`src/rtl/int_square.sv`:
```
// Multi-cycle shift-add squarer: result = value*value, one multiplier bit per cycle.
// Define INT_SQUARE_EARLY_TERM_EN to leave CALC as soon as the remaining multiplier bits are all zero.
module int_square #(
    parameter int WIDTH = 32
) (
    input  logic               clock,
    input  logic               reset,
    input  logic               start,
    input  logic [WIDTH-1:0]   value,
    output logic [2*WIDTH-1:0] result,
    output logic               done,
    output logic               busy
);

    localparam int CNT_W = $clog2(WIDTH) + 1;

    typedef enum logic [1:0] {
        IDLE,
        CALC,
        DONE
    } state_t;

    state_t               state_q;
    state_t               state_d;
    logic [2*WIDTH-1:0]   mcand_q;
    logic [2*WIDTH-1:0]   acc_q;
    logic [2*WIDTH-1:0]   acc_sum;
    logic [WIDTH-1:0]     mplier_q;
    logic [WIDTH-1:0]     mplier_shr;
    logic [CNT_W-1:0]     cnt_q;
    logic [2*WIDTH-1:0]   result_q;
    logic                 accept;
    logic                 last;

    // The partial product always fits: value < 2^WIDTH, so the square fits in 2*WIDTH bits.
    assign acc_sum    = mplier_q[0] ? (acc_q + mcand_q) : acc_q;
    assign mplier_shr = mplier_q >> 1;

`ifdef INT_SQUARE_EARLY_TERM_EN
    assign last = (cnt_q == CNT_W'(WIDTH - 1)) || (mplier_shr == '0);
`else
    assign last = (cnt_q == CNT_W'(WIDTH - 1));
`endif

    // NOTE: every signal written here gets a default first, so no path can infer a latch.
    always_comb begin
        state_d = state_q;
        accept  = 1'b0;
        unique case (state_q)
            IDLE, DONE: begin
                if (start) begin
                    accept  = 1'b1;
                    state_d = CALC;
                end
            end
            CALC: begin
                if (last) begin
                    state_d = DONE;
                end
            end
            default: state_d = IDLE;
        endcase
    end

    // NOTE: sequential state uses non-blocking assignments so all registers update together.
    always_ff @(posedge clock) begin
        if (!reset) begin
            state_q  <= IDLE;
            mcand_q  <= '0;
            mplier_q <= '0;
            acc_q    <= '0;
            cnt_q    <= '0;
            result_q <= '0;
        end else begin
            state_q <= state_d;
            if (accept) begin
                mcand_q  <= {{WIDTH{1'b0}}, value};
                mplier_q <= value;
                acc_q    <= '0;
                cnt_q    <= '0;
            end else if (state_q == CALC) begin
                acc_q    <= acc_sum;
                mcand_q  <= mcand_q << 1;
                mplier_q <= mplier_shr;
                cnt_q    <= cnt_q + CNT_W'(1);
                if (last) begin
                    result_q <= acc_sum;
                end
            end
        end
    end

    assign result = result_q;
    assign done   = (state_q == DONE);
    assign busy   = (state_q == CALC);

endmodule

```
`config.mk`:
```
export PLATFORM = sky130hd
export DESIGN_NAME = int_square
export DESIGN_NICKNAME = d
export VERILOG_FILES = /design/src/rtl/int_square.sv
export SDC_FILE = /design/constraint.sdc
export NUM_CORES = 1
export LEC_CHECK = 0
export ABC_CLOCK_PERIOD_IN_PS = 4000
export BUFFER_PORTS_ARGS = -buffer_cell sky130_fd_sc_hd__buf_2
export CELL_PAD_IN_SITES_DETAIL_PLACEMENT = 0
export CELL_PAD_IN_SITES_GLOBAL_PLACEMENT = 1
export CORE_ASPECT_RATIO = 0.5
export CORE_MARGIN = 2
export CORE_UTILIZATION = 45
export DETAILED_ROUTE_END_ITERATION = 12
export PLACE_DENSITY_LB_ADDON = 0.3
export SETUP_SLACK_MARGIN = 0.1
export SYNTH_ARGS = -nofsm -noshare
export SYNTH_HDL_FRONTEND = slang
export SYNTH_SLANG_ARGS = --single-unit
```
`constraint.sdc`:
```
create_clock -name clock -period 4 [get_ports clock]
set_input_delay 1 -clock clock [delete_from_list [all_inputs] [get_ports clock]]
set_output_delay 1 -clock clock [all_outputs]
set_load 0.01 [all_outputs]
```
==> flow_summary.json, run 1 <==
{
  "critical-path-max-stage-delay_ps": 420,
  "post-route-cell-area_um2": 14100,
  "synth_top_flop_cell": "dfxtp_1",
  "fp.dieH_um": 122,
  "power_density_nw_per_um2": 366,
  "num-fill-cells": 2699,
  "portBuffers": 100,
  "grt_pass1_wl_um": 58000,
  "worstSetupPathType": "reg -> reg",
  "synth_top_area_share_pct": 36.9,
  "finalCritPeriodShare_pct": 92.7,
  "core_um2": 27600,
  "area_growth_pct": 11.8,
  "first_iter_violations": 922,
  "clk_pin_slew_ps": 70,
  "arrival_ps": 4150,
  "drive_gt1_share_pct": 11.6,
  "start_util_pct": 45.6,
  "clockRootBuffer": "clkbuf_16",
  "io_pins": 101,
  "r2r_slack_ps": 290,
  "worstPathCellList": "ha_1, fa_1, a21oi_1, nor3b_1, o31ai_2, a21boi_0, o311a_1, nor2_1, o2111ai_2, a311oi_2, xor2_1, a311oi_1",
  "ys_seq_area_share_pct": 36.9,
  "crit_required_ps": 4440,
  "routedWlPerCell_um": 18.1,
  "cp-end-kind": "register",
  "max_slew.worst_pin.slew_ps": 990,
  "tns_ps": 0,
  "clockBufferDepth": 3,
  "cts_hold_buf": 0,
  "fin_skew_ps": 19.1,
  "num_rows": 43,
  "finalNetCount": 1710,
  "yosysWarnings": 0,
  "cts_tree": "yes",
  "syn_area_per_cell_um2": 7.97,
  "yosysUniqueCellTypes": 74,
  "crit_slowest_cell": "fa_1",
  "routed_wl_um": 36200,
  "synth_seq_cells": 232,
  "dr.pass1.iters": 5,
  "yosysMostFrequentCell": "nand2_1",
  "hold_class": "reg -> reg",
  "synth.cell_area_um2": 12600,
  "cts-buffers-inserted": 23,
  "status": "complete, no violations",
  "drc": 0,
  "hpwl_um": 25800,
  "path_buf_inv": 0,
  "worst_setup_path_start_kind": "register",
  "cap_viol_max_count": 0,
  "vdd_drop_max_uv": 301,
  "dp.cells": 1967,
  "vias": 11550,
  "antennaDiodeCount": 0,
  "slew_viol_final": 0,
  "cts_setup_buffers": 0,
  "vias_per_cell": 5.75,
  "track_usage_pct": 24.5,
  "die_w_um": 241,
  "crit_family": "compound AO/OA/AOI/OAI gates",
  "die_area_um2": 29400,
  "finalHoldViolations": 0,
  "syn_inst": 1580,
  "antenna_found_initial": 0,
  "clkLatencyLatePin_ps": 530,
  "setup_violations": 0,
  "stdcell_count": 2008,
  "yosysTopAreaCell": "dfxtp_1",
  "placed_area_um2": 13300,
  "max_freq_mhz": 270,
  "synth.net_count": 1680,
  "grt_pass1_vias": 10530,
  "cts_max_level": 1,
  "period_needed_ps": 3710,
  "netlist_top_cells_area": "dfxtp_1 37%, a21oi_1 9.3%, nand2_1 7.7%, ha_1 6.4%, a22oi_1 3.9%",
  "max_slew_margin_pct": 34.0,
  "synth_edf_count": 0,
  "gp_congestion": 0.892,
  "grt_max_degree": 69,
  "cp_max_fo": 5,
  "p_leak_nw": 5.55,
  "ys_async_sr_fraction_pct": 0,
  "grt.overflow.total": 0,
  "rsz0062_at_grt": "no",
  "synth_common_cells": "257 x nand2_1, 233 x a21oi_1, 232 x dfxtp_1",
  "antenna_left": 0,
  "clkSinkCount": 232,
  "total_power_mw": 5.15
}
-- layout by cell type, fill, tap and decap left out, drive strengths merged, types with 5 or more instances in the layout --
cell type  Yosys  routed
and2          10      10
o211ai         5       5
ha            64      64
nand3         28      28
o21bai        16      16
nor3          13      13
a211oi        51      51
o21a           6       6
xor2          23      23
a31oi         18      18
nor4           5       5
xnor2         36      36
nor2         108     108
clkinv         2       5
dfxtp        232     232
a21oi        233     233
o21ai         67      67
and3           9       9
clkbuf       103      30
a22oi         65      65
or3           11      11
nand2b         6       6
buf           11     119
inv           20      22
mux2i         47      47
nand2        257     257
nand4         18      18
nor2b         14      14
a21o          33      33
-- power by group --
part	total, mW	internal [mW]	switching (mW)
registers	2.43	2.37	0.0567
clock network	2.21	1.25	0.959
logic	0.513	0.168	0.345
-- final cells by class --
cell class | instances | area [µm²] | share of cell area [%]
clock inverters | 11 | 119 | 0.844
clock buffers | 30 | 632 | 4.49
inverters | 22 | 86.3 | 0.613
flip-flops and latches | 232 | 4650 | 33.0
well taps | 382 | 478 | 3.39
repair buffers | 119 | 643 | 4.57
multi-input cells | 1212 | 7470 | 53.1
-- timing repair --
action,CTS,global route
resized for setup,0,2
endpoints found under the setup margin,0,5
hold endpoints to repair,0,0
-- stage by stage --
step / hold slack [ps] / worst slack [ps] / utilization, %
floorplan: 437 / 925 / -
global placement: 444 / 406 / 48.3
detailed placement: 448 / 204 / 48.3
CTS: 457 / 192 / 51.0
global route: 480 / 132 / 51.0
finish: 459 / 291 / 51.0
-- kinds of logic after synthesis --
group	share of synthesized area [%]
mux	3.91
buf+inv	4.09
flops	36.9
simple gates	17.4
fa+ha+maj	6.52
xor+xnor	4.10
compound gates	27.2
-- final timing paths --
kind,from,endpoint,cells past startpoint
hold / removal,mplier_q[2],mplier_q[2],2
setup / recovery,mcand_q[0],result[62],12
setup reg to reg,mcand_q[0],result[62],12
hold reg to reg,mplier_q[2],mplier_q[2],2
-- flip-flops by register name, summed over array words and instances (netlist names) --
register / count
cnt_q: 6
mplier_q: 32
acc_q: 64
result: 64
state_q: 2
mcand_q: 64
-- routing by layer --
layer | part of all wire, % | routed length (µm) | GRT usage [%] | up-vias
li1 | - | - | - | 5746
met1 | 50 | 18100 | 37.0 | 5487
met2 | 43 | 15700 | 37.5 | 283
met3 | 5.2 | 1900 | 3.42 | 34
met4 | 1.6 | 564 | 4.23 | 0
met5 | 0 | 0 | 0 | -
-- worst min-delay path, delay by kind of cell, from the launching register on --
kind / cells / cell delay (ps)
and+or+nand+nor: 1 / 50
DFF: 1 / 310
AOI/OAI and AO/OA: 1 / 50
Note: power is estimated with default switching activity, not from simulation.
==> inputs of run 2 (changes only) <==
CAP_MARGIN = 10   (was not set)
MAX_ROUTING_LAYER = met4   (was not set)
==> run 2 against run 1 <==
Against the previous run:
- sequential power hardly changed
- critical endpoint is now acc_q[60]
- combinational power down 2%
- critical path type unchanged
- routed wire length up 0.51%
- global-route usage grew 0.69 points
==> flow_summary.json, run 2 (synthesized netlist as in run 1, its figures left out) <==
{
  "cts-buffers-inserted": 23,
  "final_cell_mix": "257 x nand2_1, 233 x a21oi_1, 231 x dfxtp_1",
  "cts_max_level": 1,
  "grt_pass1_vias": 10698,
  "hold_class": "reg -> reg",
  "status": "complete, no violations",
  "mostFrequentLayoutCell": "nand2_1",
  "cts_hold_buf": 0,
  "cp_max_fo": 3,
  "setup_violations": 0,
  "track_usage_pct": 25.2,
  "num-fill-cells": 2706,
  "cp-end-kind": "register",
  "clockRootBuffer": "clkbuf_16",
  "max_slew_margin_pct": 27.3,
  "worstSetupPathType": "reg -> reg",
  "start_util_pct": 45.6,
  "grt_max_degree": 94,
  "max_slew.worst_pin.slew_ps": 1090,
  "portBuffers": 100,
  "finalNetCount": 1708,
  "max_freq_mhz": 272,
  "die_area_um2": 29400,
  "fin_skew_ps": 17.6,
  "fin_ws_ps": 317,
  "vdd_drop_max_uv": 332,
  "clkLatencyLatePin_ps": 530,
  "fp.dieH_um": 122,
  "worstPathCellList": "ha_1, fa_1, a21oi_1, nor3b_1, o31ai_2, nand2_1, a32oi_2, o211ai_1, o211ai_1, a21oi_1, or4b_1, a31oi_1",
  "clockBufferDepth": 3,
  "hpwl_um": 25800,
  "routed_wl_um": 36400,
  "grt.overflow.total": 0,
  "power_density_nw_per_um2": 359,
  "core_um2": 27600,
  "cap_viol_max_count": 0,
  "finalCritPeriodShare_pct": 92.1,
  "num_rows": 43,
  "tns_ps": 0,
  "period_needed_ps": 3680,
  "crit_required_ps": 4440,
  "crit_family": "compound AO/OA/AOI/OAI gates",
  "cts_tree": "yes",
  "crit_slowest_cell": "or4b_1",
  "antenna_left": 0,
  "antennaDiodeCount": 0,
  "arrival_ps": 4130,
  "p_leak_nw": 5.53,
  "path_buf_inv": 0,
  "io_pins": 101,
  "clkSinkCount": 232,
  "first_iter_violations": 786,
  "vias_per_cell": 5.74,
  "die_w_um": 241,
  "slew_viol_final": 0,
  "vias": 11511,
  "worst_setup_path_start_kind": "register",
  "rsz0062_at_grt": "no",
  "clk_pin_slew_ps": 70,
  "dr.pass1.iters": 5,
  "grt_pass1_wl_um": 57900,
  "place_ws_ps": 193,
  "critical-path-max-stage-delay_ps": 520,
  "total_power_mw": 5.03,
  "stdcell_count": 2004,
  "drive_gt1_share_pct": 11.5,
  "antenna_found_initial": 0,
  "routedWlPerCell_um": 18.2,
  "finalHoldViolations": 0,
  "gp_congestion": 0.914,
  "drc": 0,
  "dp.cells": 1965,
  "area_growth_pct": 11.3
}
==> run 2: cell count changes in the layout (fill, tap and decap cells not counted) <==
cell        previous run  this run
buf_4                 19        17
bufinv_16              2         0
clkinvlp_4             4         2
a2111oi_0              1         0
a2111oi_1              0         1
clkbuf_8               3         4
inv_6                  1         2
nor2_1               107       106
nor2_2                 0         1
==> run 2: stage by stage <==
step / cell area, µm² / utilization, % / hold WS (ps)
global route: 14000 / 50.8 / 478
global placement: 13300 / 48.2 / 443
CTS: 14000 / 50.7 / 459
detailed placement: 13300 / 48.2 / 448
floorplan: 12600 / - / 437
finish: 14000 / 50.8 / 459
==> run 2: metal layers <==
layer	GRT usage [%]	routed length (µm)	vias to the layer above
met5	-	0	-
met4	3.65	425	0
met3	3.13	1690	34
met2	38.9	15900	266
met1	36.2	18400	5459
li1	-	-	5752
==> run 2: final cells by class <==
class	instances	area, µm²	area share [%]
inverter	22	86.3	0.616
clock buffer	31	646	4.61
tap	382	478	3.41
sequential	232	4650	33.2
multi-input combinational	1212	7480	53.4
clock inverter	8	52.6	0.375
timing repair buffer	117	628	4.48
==> run 2: worst paths after layout <==
path / to / cells after the start / slack [ps] / from
max: acc_q[60] / 12 / 320 / mcand_q[0]
min: mplier_q[20] / 2 / 460 / mplier_q[20]
max reg2reg: acc_q[60] / 12 / 320 / mcand_q[0]
min reg2reg: mplier_q[20] / 2 / 460 / mplier_q[20]
==> run 2: tightest hold or removal path: cells and delay by family, from the launching register on <==
kind / cells / cell delay [ps]
DFF: 1 / 310
and+or+nand+nor: 1 / 50
AOI/OAI and AO/OA: 1 / 50
==> run 2: report_power, final <==
group	leakage [nW]	internal, mW	switching, mW
clock network	0.342	1.13	0.956
registers	1.88	2.37	0.0612
logic	3.30	0.166	0.339
total	5.53	3.67	1.36
==> run 2: what timing repair did <==
action                                 4_1_cts  5_1_grt
setup endpoints to repair                    0        8
endpoints found under the hold margin        0        0
setup buffers                                0        0
resized for setup                            0        4
